--- src/rtl/tennis_rally_ctrl_pkg.sv ---
// tennis_rally_ctrl_pkg: shared FSM state encoding and player identifiers for the rally controller
package tennis_rally_ctrl_pkg;
  typedef enum logic [2:0] {
    ST_IDLE   = 3'd0,
    ST_SERVE  = 3'd1,
    ST_MOVE_R = 3'd2,
    ST_MOVE_L = 3'd3,
    ST_POINT  = 3'd4,
    ST_OVER   = 3'd5
  } state_e;
  localparam logic PLAYER_P1 = 1'b0;
  localparam logic PLAYER_P2 = 1'b1;
endpackage

--- src/rtl/tennis_rally_ctrl_tick_gen.sv ---
// tennis_rally_ctrl_tick_gen: free-running 0..period-1 counter with clear, one-cycle tick at the top
module tennis_rally_ctrl_tick_gen #(
  parameter int W = 25
) (
  input  logic         clk_i,
  input  logic         reset_i,
  input  logic         clr_i,
  input  logic [W-1:0] period_i,
  output logic         tick_o
);
  logic [W-1:0] cnt_q;
  // >= rather than == so a shortened period never lets the count run past its end
  assign tick_o = cnt_q >= period_i - 1'b1;
  // count up, wrap on tick, restart from zero whenever the controller re-arms the step timer
  always_ff @(posedge clk_i)
    if (reset_i || clr_i) cnt_q <= '0;
    else cnt_q <= tick_o ? '0 : cnt_q + 1'b1;
endmodule

--- src/rtl/tennis_rally_ctrl.sv ---
// tennis_rally_ctrl: two-player LED tennis FSM sequencing serve, ball travel, hit judging, scoring and game-over
module tennis_rally_ctrl
  import tennis_rally_ctrl_pkg::*;
#(
  parameter int NUM_LEDS   = 16,
  parameter int HIT_WINDOW = 2,
  parameter int TICK_INIT  = 25_000_000,
  parameter int TICK_STEP  = 2_500_000,
  parameter int TICK_MIN   = 5_000_000,
  parameter int POINT_HOLD = 4,
  parameter int WIN_SCORE  = 7,
  parameter int SCORE_W    = 4
) (
  input  logic                clk_i,
  input  logic                reset_i,
  input  logic                start_i,
  input  logic                p1_hit_i,
  input  logic                p2_hit_i,
  output logic [NUM_LEDS-1:0] ball_pos_o,
  output logic [SCORE_W-1:0]  p1_score_o,
  output logic [SCORE_W-1:0]  p2_score_o,
  output logic                point_p1_o,
  output logic                point_p2_o,
  output logic                game_over_o,
  output logic                winner_o
);
  localparam int PW = $clog2(NUM_LEDS);
  localparam int TW = $clog2(TICK_INIT + 1);
  localparam int HW = $clog2(POINT_HOLD + 1);
  localparam logic [PW-1:0] LAST   = PW'(NUM_LEDS - 1);
  localparam logic [PW-1:0] WIN_R  = PW'(NUM_LEDS - HIT_WINDOW);
  localparam logic [PW-1:0] WIN_L  = PW'(HIT_WINDOW);
  localparam logic [TW-1:0] T_INIT = TW'(TICK_INIT);
  localparam logic [TW-1:0] T_STEP = TW'(TICK_STEP);
  localparam logic [TW-1:0] T_MIN  = TW'(TICK_MIN);
  localparam logic [TW-1:0] T_THR  = TW'(TICK_MIN + TICK_STEP);
  localparam logic [HW-1:0] H_LAST = HW'(POINT_HOLD - 1);
  localparam logic [SCORE_W-1:0] S_WIN = SCORE_W'(WIN_SCORE);

  state_e               state_q, state_d;
  logic [PW-1:0]        pos_q, pos_d;
  logic [TW-1:0]        period_q, period_d, faster;
  logic [HW-1:0]        hold_q, hold_d;
  logic [SCORE_W-1:0]   s1_q, s1_d, s2_q, s2_d;
  logic                 server_q, server_d, last_q, last_d, winner_q, winner_d;
  logic                 pt1_q, pt2_q, over_q;
  logic [NUM_LEDS-1:0]  ball_q, ball_d;
  logic                 tick, clr, award, award_to;
  logic                 going_r, rx_hit, in_window, at_end;

  tennis_rally_ctrl_tick_gen #(.W(TW)) u_tick (
    .clk_i   (clk_i),
    .reset_i (reset_i),
    .clr_i   (clr),
    .period_i(period_q),
    .tick_o  (tick)
  );

  // only the receiving player's button matters while the ball is in flight
  assign going_r   = state_q == ST_MOVE_R;
  assign rx_hit    = going_r ? p2_hit_i : p1_hit_i;
  assign in_window = going_r ? pos_q >= WIN_R : pos_q < WIN_L;
  assign at_end    = pos_q == (going_r ? LAST : '0);
  assign faster    = period_q >= T_THR ? period_q - T_STEP : T_MIN;
  assign ball_d    = state_d == ST_IDLE ? '0 : NUM_LEDS'(1) << pos_d;

  // next-state logic: a hit outranks a coincident tick, and any lost rally funnels into one award path
  always_comb begin
    state_d  = state_q;
    pos_d    = pos_q;
    period_d = period_q;
    hold_d   = hold_q;
    s1_d     = s1_q;
    s2_d     = s2_q;
    server_d = server_q;
    last_d   = last_q;
    winner_d = winner_q;
    clr      = 1'b0;
    award    = 1'b0;
    award_to = PLAYER_P1;
    case (state_q)
      ST_IDLE, ST_OVER: if (start_i) begin
        state_d  = ST_SERVE;
        server_d = PLAYER_P1;
        pos_d    = '0;
        s1_d     = '0;
        s2_d     = '0;
      end
      ST_SERVE: begin
        period_d = T_INIT;
        if (server_q == PLAYER_P1 ? p1_hit_i : p2_hit_i) begin
          state_d = server_q == PLAYER_P1 ? ST_MOVE_R : ST_MOVE_L;
          clr     = 1'b1;
        end
      end
      ST_MOVE_R, ST_MOVE_L: begin
        award_to = going_r ? PLAYER_P1 : PLAYER_P2;
        if (rx_hit) begin
          if (in_window) begin
            state_d  = going_r ? ST_MOVE_L : ST_MOVE_R;
            period_d = faster;
            clr      = 1'b1;
          end else award = 1'b1;
        end else if (tick) begin
          if (at_end) award = 1'b1;
          else pos_d = going_r ? pos_q + 1'b1 : pos_q - 1'b1;
        end
      end
      ST_POINT: if (tick) begin
        if (hold_q == H_LAST) begin
          hold_d = '0;
          if ((last_q == PLAYER_P1 ? s1_q : s2_q) == S_WIN) begin
            state_d  = ST_OVER;
            winner_d = last_q;
          end else begin
            state_d  = ST_SERVE;
            server_d = last_q;
            pos_d    = last_q == PLAYER_P1 ? '0 : LAST;
          end
        end else hold_d = hold_q + 1'b1;
      end
      default: state_d = ST_IDLE;
    endcase
    if (award) begin
      state_d = ST_POINT;
      clr     = 1'b1;
      hold_d  = '0;
      last_d  = award_to;
      s1_d    = award_to == PLAYER_P1 ? s1_q + 1'b1 : s1_q;
      s2_d    = award_to == PLAYER_P2 ? s2_q + 1'b1 : s2_q;
    end
  end

  // all state and every output are registered so the display drivers see glitch-free values
  always_ff @(posedge clk_i)
    if (reset_i) begin
      state_q  <= ST_IDLE;
      pos_q    <= '0;
      period_q <= T_INIT;
      hold_q   <= '0;
      s1_q     <= '0;
      s2_q     <= '0;
      server_q <= PLAYER_P1;
      last_q   <= PLAYER_P1;
      winner_q <= PLAYER_P1;
      pt1_q    <= 1'b0;
      pt2_q    <= 1'b0;
      over_q   <= 1'b0;
      ball_q   <= '0;
    end else begin
      state_q  <= state_d;
      pos_q    <= pos_d;
      period_q <= period_d;
      hold_q   <= hold_d;
      s1_q     <= s1_d;
      s2_q     <= s2_d;
      server_q <= server_d;
      last_q   <= last_d;
      winner_q <= winner_d;
      pt1_q    <= award && award_to == PLAYER_P1;
      pt2_q    <= award && award_to == PLAYER_P2;
      over_q   <= state_d == ST_OVER;
      ball_q   <= ball_d;
    end

  assign ball_pos_o  = ball_q;
  assign p1_score_o  = s1_q;
  assign p2_score_o  = s2_q;
  assign point_p1_o  = pt1_q;
  assign point_p2_o  = pt2_q;
  assign game_over_o = over_q;
  assign winner_o    = winner_q;
endmodule

--- config.mk ---
export PLATFORM = sky130hd
export DESIGN_NAME = tennis_rally_ctrl
export DESIGN_NICKNAME = d
export VERILOG_FILES = /design/src/rtl/tennis_rally_ctrl_pkg.sv /design/src/rtl/tennis_rally_ctrl_tick_gen.sv /design/src/rtl/tennis_rally_ctrl.sv
export SDC_FILE = /design/constraint.sdc
export NUM_CORES = 1
export LEC_CHECK = 0
export ABC_AREA = 1
export ABC_CLOCK_PERIOD_IN_PS = 4700
export BUFFER_PORTS_ARGS = -buffer_cell sky130_fd_sc_hd__buf_2
export CAP_MARGIN = 10
export CORE_MARGIN = 3
export CORE_UTILIZATION = 50
export DETAILED_ROUTE_END_ITERATION = 6
export PLACE_DENSITY = 0.76
export SLEW_MARGIN = 30
export SYNTH_ARGS = -nofsm -noshare
export SYNTH_HDL_FRONTEND = slang
export SYNTH_SLANG_ARGS = --single-unit
--- constraint.sdc ---
create_clock -name clk_i -period 4.7 [get_ports clk_i]
set_input_delay 0.94 -clock clk_i [delete_from_list [all_inputs] [get_ports clk_i]]
set_output_delay 0.94 -clock clk_i [all_outputs]
set_load 0.05 [all_outputs]
**After elaboration in Yosys (flattened, before gate mapping)**

Cells that the tools add are included.
W data, S select, Z words.

- Flip-flop bits (word level): 90

- Add/sub/neg operators: 8
- Shift operators: 1
- $lt $le $gt $ge: 4
- Bitwise operators: 1
- Multiplexer cells: 54
- Reductions and logical operators: 20
- Equal/unequal tests: 17

Operator list:

| operator | number |
|---|---|
| $mux W25 | 3 |
| $mux W4 | 17 |
| $pmux W25 S2 | 1 |
| $mux W3 | 9 |
| $add A25 B1 Y25 const B | 1 |
| $ge A25 B23 Y1 const B | 1 |
| $ge A25 B25 Y1 | 1 |
| $sub A25 B1 Y25 const B | 1 |
| $sub A25 B22 Y25 const B | 1 |
| $mux W1 | 20 |
| $shl A1 B4 Y16 const A | 1 |
| $add A4 B1 Y4 const B | 3 |
| $ne A2 B2 Y1 const B | 6 |
| $pmux W3 S4 | 1 |
| $pmux W4 S3 | 1 |
| $reduce_or A2 Y1 | 5 |
| $eq A3 B2 Y1 const B | 3 |
| $eq A3 B3 Y1 const B | 3 |
| $reduce_and A3 Y1 | 3 |
| $reduce_bool A2 Y1 | 4 |
| $logic_not A3 Y1 | 2 |
| $reduce_and A5 Y1 | 1 |
| $eq A4 B3 Y1 const B | 1 |
| $eq A4 B4 Y1 | 1 |
| 12 further kinds | 15 |

**Longest topological paths before layout**

Gate-level depths: netlist (run 1).

- Depth after elaboration: 10
- Depth in mapped cells: 27
- Depth with buffers taken out: 27

**By module**

A second synthesis (run 1) with hierarchy kept.

- Cells, all modules: 877
- Area total of the unflattened synthesis: 5745.5 µm²

By module, submodules not included:

| module | cells an instance | sequential area each (µm²) | times used | area each (µm²) |
|---|---|---|---|---|
| tennis_rally_ctrl | 500 | 1201.2 | 1 | 3256.9 |
| tennis_rally_ctrl_tick_gen | 377 | 500.5 | 1 | 2488.6 |

**Worst setup path before layout (run 1)**

Ideal clock, no wire load.

- Kind: register to register
- Start point: reg period_q[5]
- End point: reg u_tick.cnt_q[18]
- Data required time: 4627 ps
- Stages on the path, launching flop included: 25
- Path slack: 1022 ps
- Setup time: 73 ps
- Period minus slack after synthesis: 3678 ps
- Arrival time: 3605 ps
- Cells stage by stage: dfxtp_1 inv_1 ha_1 nand4_1 nor3_1 nand2_1 nor2_1 nand3_1 nor2_1 nand3_1 nor2_1 xor2_1 inv_1 ha_1 nand2_1 nor2_1 nand3_1 nor2_1 nor2_2 nand3_1 buf_4 nor3_1 nand2_4 buf_6 nor3_2

- Word-level cells in the longest chain between the ends: 8

RTL lines:

| what | RTL line | source |
|---|---|---|
| from (decl) | tennis_rally_ctrl.sv:42 | `logic [TW-1:0] period_q, period_d, faster;` |
| from (signal assigned) | tennis_rally_ctrl.sv:153 | `period_q <= period_d;` |
| $sub A25 B1 Y25 * | tennis_rally_ctrl_tick_gen.sv:13 | `assign tick_o = cnt_q >= period_i - 1'b1;` |
| $ge A25 B25 Y1 * | tennis_rally_ctrl_tick_gen.sv:13 |  |
| $mux W1 | tennis_rally_ctrl.sv:104 | `end else if (tick) begin` |
| $mux W1 | tennis_rally_ctrl.sv:98 | `if (rx_hit) begin` |
| $mux W1 | tennis_rally_ctrl.sv:81 | `case (state_q)` |
| $mux W1 | tennis_rally_ctrl.sv:124 | `if (award) begin` |
| $logic_or A1 B1 Y1 | tennis_rally_ctrl_tick_gen.sv:16 | `if (reset_i \|\| clr_i) cnt_q <= '0;` |
| $reduce_or A2 Y1 (no line) * | -- |  |
| to (signal assigned) | tennis_rally_ctrl_tick_gen.sv:17 | `else cnt_q <= tick_o ? '0 : cnt_q + 1'b1;` |
| to (decl) | tennis_rally_ctrl_tick_gen.sv:11 | `logic [W-1:0] cnt_q;` |

Mark *: on every way between the ends. The rest lies on a longest branch, timed or not.
A chain may end at the register's enable or synchronous reset.

**Worst setup path in the final report (run 1)**

- Start point: reg period_q[5]
- End point: reg ball_q[4], in the netlist ball_pos_o[4]

- Word-level cells in the longest chain between the ends: 8
- Elaborated cells on any way between the ends: 15

RTL lines:

| what | RTL line | source |
|---|---|---|
| $sub A25 B1 Y25 * | tennis_rally_ctrl_tick_gen.sv:13 |  |
| $ge A25 B25 Y1 * | tennis_rally_ctrl_tick_gen.sv:13 |  |
| $mux W1 | tennis_rally_ctrl.sv:104 |  |
| $mux W1 | tennis_rally_ctrl.sv:98 |  |
| $mux W1 | tennis_rally_ctrl.sv:81 |  |
| $mux W3 | tennis_rally_ctrl.sv:124 |  |
| $logic_not A3 Y1 | tennis_rally_ctrl.sv:65 | `assign ball_d = state_d == ST_IDLE ? '0 : NUM_LEDS'(1) << pos_d;` |
| $reduce_or A2 Y1 (no line) | -- |  |
| to (signal assigned) | tennis_rally_ctrl.sv:163 | `ball_q <= ball_d;` |
| to (decl) | tennis_rally_ctrl.sv:47 | `logic [NUM_LEDS-1:0] ball_q, ball_d;` |

Marked as above.

==> flow_summary.yaml, run 1 <==
sta:
  tightest_slew_ns: 0.641
  hold_viol: 0
  period_share: 0.894
  setup_violations: 0
  fmax_mhz: 238
  slew_headroom: 0.572
  skew_ns: 0.0174
  setup_ws_ns: 0.500
  final.min_clock_period_ns: 4.20
  finalMaxSlewViolations: 0
  holdWs_ns: 0.465
  setup_tns_ns: 0
global_routing:
  grt_max_degree: 26
  grt-ovfl-total: 0
  grt_pass1_vias: 4602
  gr-usage-all-layers: 0.221
  grt_pass1_wl_microns: 21000
  antenna_found_initial: 0
logic_synthesis:
  synth_compound_area_frac: 0.0924
  synth_flop_cell: "dfxtp_1"
  synth_common_cells: "nand2_1, nor2_1, dfxtp_1"
  netlist_instances: 773
  synth_area_leaders: "dfxtp_1, nand2_1, nor2_1, ha_1, inv_1"
  syn-cell-area_sq_um: 5230
  synth-xor-area-share: 0.0587
  synth_top_area_cell: "dfxtp_1"
  synthAdderAreaFrac: 0.0733
  synthSimpleGateAreaFrac: 0.370
  syn_nets: 808
  ys_ff_latch: 85
  synth.avg_cell_area_sq_um: 6.76
  synth-edff-count: 0
  ys_warn_count: 0
  ys_seq_area_frac: 0.326
  synth.area.mux_share: 0
  synthArstFlopShare: 0
  synth_top_family_by_area: "simple AND/OR/NAND/NOR gates"
  synth_top_area_share: 0.326
  ys_types: 42
  synth_most_common_cell: "nand2_1"
hold_path:
  min_delay_path_depth: 2
  min_to: "hold_q[2]$_SDFFE_PP0P_"
  min-delay-start: "hold_q[2]$_SDFFE_PP0P_"
  min_path_type: "reg2reg"
floorplanning:
  start_util: 0.525
  die-width_microns: 108
  core_sq_um: 9950
  io_pins: 33
  die-area_sq_um: 11700
  fp.dieH_microns: 108
  row_count: 36
cells_and_area:
  final_nets: 834
  syn_to_final_growth_pct: 9.03
  fin_util: 0.572
  n_antenna_cell: 0
  drive_gt1_frac: 0.113
worst_setup_path:
  r2r-end: "ball_pos_o[4]$_SDFF_PP0_"
  critical_path_class: "reg2reg"
  r2r-start: "period_q[5]$_SDFFE_PP0P_"
  crit_path_end_kind: "register"
  cp_max_fo: 14
  crit_required_ns: 5.00
  regToRegSetupSlack_ns: 0.50
  arrival_ns: 4.50
  r2r_cells: 27
  cp-startpoint: "period_q[5]$_SDFFE_PP0P_"
  start_kind: "register"
drt:
  routed_via_density: 5.28
  wire_per_inst_microns: 12.9
  wl_microns: 12100
  dr.pass1.iters: 4
  first_iter_violations: 308
  drc: 0
  dr_total_vias: 4947
  ant_nets: 0
clock_network:
  ctsLongestPathBuffers: 2
  ctsHtreeMaxLevel: 3
  clk_pin_slew_ns: 0.10
  cts_sinks: 85
  clk_latency_ns: 0.37
  postCtsSetupBuffers: 0
  cts_tree: "built"
  cts_buffers: 9
  clock-root-buffer: "clkbuf_8"
place:
  gp_congestion: 0.957
  port_buffers: 32
  dp_slack_ns: 0.320
  place.detailed.hpwl_microns: 9170
power_and_ir_drop:
  leakagePower_nw: 2.65
  power.total_mw: 1.86
  ir_worst_vdd_mv: 0.154
  power_density_nw_per_um2: 327
outcome:
  run_status: "finished, final reports clean"
flow_run:
  maxCapViolations: 0
[metal layers]
layer  part of all wire  vias up  GRT usage  wire length [microns]
li1                   -     2550          -                      -
met2               0.44      147      0.340                   5340
met4              0.015        0     0.0739                    185
met1               0.48     2237      0.319                   5850
met3              0.058       13     0.0269                    697
met5                  0        -          0                      0
[registers in the layout (all words and copies together), names as in the netlist, 3 cells and up]
signal	flops
ball_pos_o	16
p2_score_o	4
pos_q	4
hold_q	3
u_tick.cnt_q	25
state_q	3
p1_score_o	4
period_q	20
[how the worst max path moves through the flow]
stage                                              to  depth (start not counted)
final                        ball_pos_o[4]$_SDFF_PP0_                         27
after global routing         ball_pos_o[9]$_SDFF_PP0_                         27
after CTS                    ball_pos_o[9]$_SDFF_PP0_                         24
after detailed placement     ball_pos_o[9]$_SDFF_PP0_                         27
after global placement       ball_pos_o[2]$_SDFF_PP0_                         27
after floorplan           u_tick.cnt_q[18]$_SDFF_PP0_                         24
[metrics by stage]
step	cell area [sq um]	instances
after floorplan	5230	773
after global placement	5460	921
after detailed placement	5460	921
after CTS	5670	937
after global routing	5700	937
final	5700	937
[report_power, final]
| part | switching, mW | internal, mW |
|---|---|---|
| registers | 0.0698 | 0.762 |
| clock network | 0.279 | 0.263 |
| logic | 0.341 | 0.147 |
| total | 0.689 | 1.17 |
[cells by family (layout without fill, tap and decap cells)]
family,Yosys count,after routing
AND/OR/NAND/NOR,433,433
buffers and inverters,104,135
AO/OA/AOI/OAI,86,86
flip-flops,85,85
XOR/XNOR,35,35
adder cells (fa/ha/maj),30,30
[what timing repair did]
item                                    CTS  global route
endpoints found under the setup margin    0            48
gates resized for setup                   0             5
hold buffers                              0             0
[critical path, cell delays in order, from the launching register on]
cell and delay [ns]:
dfxtp_1 0.36, inv_1 0.13, ha_1 0.23, nand4_1 0.18
nor3_2 0.20, nand2_1 0.10, nor2_1 0.15, nand3_1 0.13
nor2_1 0.14, nand3_1 0.10, nor2_1 0.13, xor2_1 0.15
inv_1 0.05, ha_1 0.27, nand2_1 0.07, nor2_1 0.18
nand3_1 0.12, nor2_1 0.12, nand2_1 0.18, nand3_4 0.22
nand3_1 0.19, nand2_1 0.12, nand2_1 0.10, nand2_1 0.08
nand2_1 0.04, nand2_1 0.14, nand2_2 0.13, nor2_1 0.13
[placed cells by master (no fill, tap or decap), types with 10 or more instances in the layout]
cell type / netlist / final
a21oi_1: 45 / 45
buf_2: 2 / 32
clkbuf_8: 0 / 10
dfxtp_1: 85 / 85
ha_1: 29 / 29
inv_1: 80 / 80
nand2_1: 196 / 196
nand3_1: 59 / 58
nand4_1: 16 / 16
nor2_1: 109 / 109
o21ai_0: 24 / 24
xor2_1: 29 / 29
[area by class of cell]
| type | count | area, sq um |
|---|---|---|
| Inverter | 87 | 329 |
| Sequential cell | 85 | 1700 |
| Clock inverter | 6 | 70.1 |
| Tap cell | 133 | 166 |
| Multi-Input combinational cell | 584 | 3130 |
| Fill cell | 960 | 4260 |
| Timing Repair Buffer | 32 | 160 |
| Clock buffer | 10 | 138 |
Note: power is estimated with default switching activity, not from simulation.
==> inputs of run 2 (changes only) <==
- CORE_ASPECT_RATIO: not set -> 1.75
==> run 2 against run 1 <==
  * Setup slack improved by 0.011 ns
  * Flip-flop and latch count unchanged
  * First-iteration DRC count decreased by 17%
  * Clock power increased by 37%
  * Wire length increased by 6.4%
  * Worst hold slack improved by 0.013 ns
  * Non-clock buffer count increased by 3
  * Global-route usage increased by 0.27 points
  * Combinational power about the same
  * Utilization increased by 0.57 points
  * Register-to-register slack about the same
  * Via count increased by 1.4%
  * Highest routed layer unchanged
==> flow_summary.yaml, run 2 (synthesized netlist as in run 1, its figures left out) <==
cells_and_area:
  final_cell_mix: "nand2_1, nor2_1, dfxtp_1"
  nFillCells: 961
  largest_register_ffs: 25
  final_nets: 837
  regMostFlops: "u_tick.cnt_q"
  n_antenna_cell: 0
  mostFrequentLayoutCell: "nand2_1"
  syn_to_final_growth_pct: 10.9
  drive_gt1_frac: 0.116
outcome:
  run_status: "finished, final reports clean"
global_routing:
  gr-usage-all-layers: 0.223
  antenna_found_initial: 0
  grt_pass1_vias: 4835
  grt_max_degree: 26
  grt_pass1_wl_microns: 21400
  grt-ovfl-total: 0
worst_setup_path:
  crit_path_end_kind: "register"
  arrival_ns: 4.46
  crit_required_ns: 4.97
  start_kind: "register"
  cp_max_fo: 10
  critical_path_class: "reg2reg"
place:
  port_buffers: 32
  place.detailed.hpwl_microns: 10100
  gp_congestion: 0.947
clock_network:
  ctsHtreeMaxLevel: 3
  clk_pin_slew_ns: 0.06
  clock-root-buffer: "clkbuf_16"
  cts_resized: 0
  clk_latency_ns: 0.34
  cts_tree: "built"
  ctsLongestPathBuffers: 2
  postCtsSetupBuffers: 0
  cts_buffers: 9
  hold_buffers: 0
  cts_sinks: 85
drt:
  dr_total_vias: 5017
  routed_via_density: 5.38
  wire_per_inst_microns: 13.8
  drc: 0
  dr.pass1.iters: 7
  first_iter_violations: 256
  wl_microns: 12900
  ant_nets: 0
sta:
  skew_ns: 0.00657
  grt_setup_unrepaired: "no"
  slew_headroom: 0.555
  fmax_mhz: 239
  finalMaxSlewViolations: 0
  tightest_slew_ns: 0.666
  final.min_clock_period_ns: 4.19
  hold_viol: 0
  setup_tns_ns: 0
  setup_violations: 0
  period_share: 0.891
floorplanning:
  row_count: 48
  fp.dieH_microns: 141
  start_util: 0.521
  die-width_microns: 83.3
  core_sq_um: 10000
  die-area_sq_um: 11800
  io_pins: 33
hold_path:
  min_path_type: "reg2reg"
power_and_ir_drop:
  ir_worst_vdd_mv: 0.224
  leakagePower_nw: 2.72
  power_density_nw_per_um2: 355
  power.total_mw: 2.06
flow_run:
  maxCapViolations: 0
## run 2: cell count changes in the layout (fill, tap and decap cells not counted), moves of 2 or more
cell	previous run	this run
buf_4	0	3
clkbuf_16	0	9
clkbuf_8	10	0
clkinvlp_4	3	1
inv_6	1	3
nand3_2	2	4
nor3_1	9	11
nor3_2	9	7
## run 2: cell type report
class / instances / area, sq um / area share
Multi-Input combinational cell: 584 / 3120 / 0.539
Sequential cell: 85 / 1700 / 0.293
Inverter: 87 / 329 / 0.0568
Clock buffer: 9 / 225 / 0.0388
Timing Repair Buffer: 35 / 183 / 0.0315
Tap cell: 125 / 156 / 0.0270
Clock inverter: 7 / 80.1 / 0.0138
## run 2: stage by stage
| stage | instances | area, sq um | setup slack, ns | hold WS, ns | utilization |
|---|---|---|---|---|---|
| floorplan | 773 | 5230 | 1.02 | 0.435 | - |
| global placement | 916 | 5480 | 0.427 | 0.445 | 0.546 |
| detailed placement | 916 | 5480 | 0.338 | 0.463 | 0.546 |
| CTS | 932 | 5780 | 0.307 | 0.472 | 0.576 |
| global route | 932 | 5800 | 0.0552 | 0.522 | 0.578 |
| finish | 932 | 5800 | 0.510 | 0.478 | 0.578 |
## run 2: report_power, final
group          total, mW  internal [mW]  switching [mW]
clock              0.740          0.421           0.319
sequential         0.830          0.763          0.0676
combinational      0.490          0.149           0.342
## run 2: routing by layer
metal,vias up,part of all wire,GRT usage
li1,2558,-,-
met1,2335,0.37,0.214
met2,94,0.57,0.446
met3,30,0.021,0.0257
met4,0,0.041,0.125
met5,-,0,0
## run 2: worst paths after layout
check,cells past startpoint,from,endpoint,slack [ns]
min reg2reg,1,u_tick.cnt_q[0]$_SDFF_PP0_,u_tick.cnt_q[0]$_SDFF_PP0_,0.48
max,23,period_q[16]$_SDFFE_PP1P_,ball_pos_o[10]$_SDFF_PP0_,0.51
min,1,u_tick.cnt_q[0]$_SDFF_PP0_,u_tick.cnt_q[0]$_SDFF_PP0_,0.48
max reg2reg,23,period_q[16]$_SDFFE_PP1P_,ball_pos_o[10]$_SDFF_PP0_,0.51
## run 2: critical path, stage by stage (launching register included)
cell     delay, ns
dfxtp_1       0.37
nor2_1        0.23
inv_1         0.11
nor2_1        0.27
inv_1         0.09
nor3_1        0.32
nand2_1       0.15
nor3_1        0.24
nand2_1       0.10
xor2_1        0.15
ha_1          0.30
a21o_1        0.18
nor2_1        0.10
nand2_1       0.09
nor2_2        0.25
nand3_2       0.18
buf_4         0.22
nand2_1       0.12
nand2_1       0.07
nand3_1       0.08
nand2_1       0.05
nor2_1        0.20
nand3_1       0.14
nor2_1        0.11
==> inputs of run 3 (changes only) <==
- ABC_AREA: 1 -> not set
==> run 3 against run 2 <==
  * Setup slack lost 0.23 ns
  * Cell count shrank 20%
  * Synthesized cell count shrank 24%
  * Combinational power shrank 54%
  * Non-clock buffer count grew 15
  * Critical path type unchanged
  * Critical endpoint is now u_tick.cnt_q[16]$_SDFF_PP0_
  * Largest power group unchanged
==> flow_summary.yaml, run 3 <==
outcome:
  run_status: "finished, final reports clean"
cells_and_area:
  fin_util: 0.587
  n_antenna_cell: 0
  regMostFlops: "u_tick.cnt_q"
  drive_gt1_frac: 0.179
  final_nets: 649
  largest_register_ffs: 25
  mostFrequentLayoutCell: "dfxtp_1"
  syn_to_final_growth_pct: 13.1
  final_cell_mix: "dfxtp_1, nand2_1, nor2_1"
sta:
  hold_viol: 0
  finalMaxSlewViolations: 0
  slew_headroom: 0.475
  setup_tns_ns: 0
  tightest_slew_ns: 0.786
  skew_ns: 0.00566
  fmax_mhz: 226
  final.min_clock_period_ns: 4.42
  setup_violations: 0
  period_share: 0.941
global_routing:
  grt-ovfl-total: 0
  grt_max_degree: 26
  use_met2: 0.431
  use_met1: 0.226
  grt_pass1_vias: 4494
  grtUsageMet3: 0.0419
  gr-usage-all-layers: 0.230
  top_usage_layer: "met2"
  grt_pass1_wl_microns: 20100
  antenna_found_initial: 0
worst_setup_path:
  cpLargestDelayFamily: "simple AND/OR/NAND/NOR gates"
  crit_required_ns: 4.96
  arrival_ns: 4.69
  cp_num_buf_inv: 0
  worst_path_max_delay_cell: "or4_4"
  max_stage_delay_ns: 0.74
  crit_top_cell: "or4_4"
  critical_path_class: "reg2reg"
  crit_chain: "or4_4, nor4_4, and2_1, nand3_1, or3_1, nor3_2, xnor2_1, ha_1, nand4_1, nor3_4, a221oi_4, and4_4, o211ai_4, or4_4, a21oi_1"
  start_kind: "register"
  cp_max_fo: 25
  crit_path_end_kind: "register"
drt:
  wl_microns: 12100
  wire_per_inst_microns: 16.3
  first_iter_violations: 247
  drc: 0
  routed_via_density: 5.94
  ant_nets: 0
  dr.pass1.iters: 6
  dr_total_vias: 4403
logic_synthesis:
  synth_top_area_share: 0.344
  synth_most_common_cell: "dfxtp_1"
  syn_nets: 622
  ys_seq_area_frac: 0.344
  ys_warn_count: 0
  synth_common_cells: "dfxtp_1, nand2_1, nor2_1"
  synthArstFlopShare: 0
  synth_flop_cell: "dfxtp_1"
  synth_top_area_cell: "dfxtp_1"
  synth-edff-count: 0
  netlist_instances: 587
  ys_ff_latch: 85
  syn-cell-area_sq_um: 4950
  synth.avg_cell_area_sq_um: 8.43
  ys_types: 69
  synth_area_leaders: "dfxtp_1, ha_1, xor2_1, xnor2_1, nand2_1"
clock_network:
  clock-root-buffer: "clkbuf_16"
  ctsHtreeMaxLevel: 3
  clk_pin_slew_ns: 0.07
  cts_buffers: 9
  clk_latency_ns: 0.34
  cts_sinks: 85
  ctsLongestPathBuffers: 2
  cts_tree: "built"
place:
  port_buffers: 32
  place.detailed.hpwl_microns: 9130
  gp_congestion: 0.951
floorplanning:
  start_util: 0.519
  die-area_sq_um: 11200
  core_sq_um: 9530
  io_pins: 33
  die-width_microns: 81.2
  fp.dieH_microns: 138
  row_count: 47
hold_path:
  min_path_type: "reg2reg"
power_and_ir_drop:
  power.total_mw: 1.73
  leakagePower_nw: 2.19
  ir_worst_vdd_mv: 0.226
  power_density_nw_per_um2: 308
flow_run:
  maxCapViolations: 0
-- run 3: stage by stage --
step / instances / setup WS (ns) / instance area (sq um) / hold WS [ns]
after floorplan: 587 / 0.371 / 4950 / 0.427
after global placement: 724 / 0.216 / 5210 / 0.437
after detailed placement: 724 / -0.125 / 5210 / 0.456
after CTS: 740 / 0.00787 / 5520 / 0.468
after global routing: 741 / -0.0132 / 5600 / 0.477
final: 741 / 0.276 / 5600 / 0.468
-- run 3: cell type report --
| class | instances | area [sq um] |
|---|---|---|
| flip-flops and latches | 85 | 1700 |
| repair buffers | 50 | 295 |
| inverters | 16 | 60.1 |
| well taps | 122 | 153 |
| multi-input cells | 452 | 3090 |
| fillers | 866 | 3930 |
| clock inverters | 6 | 71.3 |
| clock buffers | 10 | 229 |
-- run 3: routing by layer --
metal  share of wire  vias up
li1                -     2139
met1            0.38     2098
met2            0.54      116
met3           0.033       50
met4           0.050        0
met5               0        -
-- run 3: power by group --
part	leakage (nW)	internal, mW	switching (mW)
Sequential	0.687	0.738	0.0368
Combinational	1.36	0.0840	0.143
Clock	0.140	0.417	0.307
-- run 3: worst register-to-register path, cell delays in order (launching register included) --
cell and delay (ns):
dfxtp_1 0.37, or4_4 0.56, nor4_4 0.19, and2_1 0.18, nand3_1 0.10, or3_1 0.38, nor3_2 0.16, xnor2_1 0.15
ha_1 0.29, nand4_1 0.20, nor3_4 0.07, a221oi_4 0.34, and4_4 0.33, o211ai_4 0.10, or4_4 0.74, a21oi_1 0.20
-- run 3: final timing paths --
check	start	to	slack, ns	cells after the start
max reg2reg	period_q[10]$_SDFFE_PP0P_	u_tick.cnt_q[16]$_SDFF_PP0_	0.28	15
min reg2reg	hold_q[2]$_SDFFE_PP0P_	hold_q[2]$_SDFFE_PP0P_	0.47	2
max	period_q[10]$_SDFFE_PP0P_	u_tick.cnt_q[16]$_SDFF_PP0_	0.28	15
min	hold_q[2]$_SDFFE_PP0P_	hold_q[2]$_SDFFE_PP0P_	0.47	2
-- run 3: what timing repair did --
item | CTS | global route
hold buffers | 0 | 0
pin swaps | 0 | 3
endpoints found under the setup margin | 12 | 57
gates resized for setup | 1 | 13
buffers inserted | 0 | 1
-- run 3: kinds of logic after synthesis --
kind of cell / synth area share
flops: 0.344
simple gates: 0.263
fa+ha+maj: 0.0774
compound gates: 0.164
buf+inv: 0.0481
mux: 0.00810
xor+xnor: 0.0956
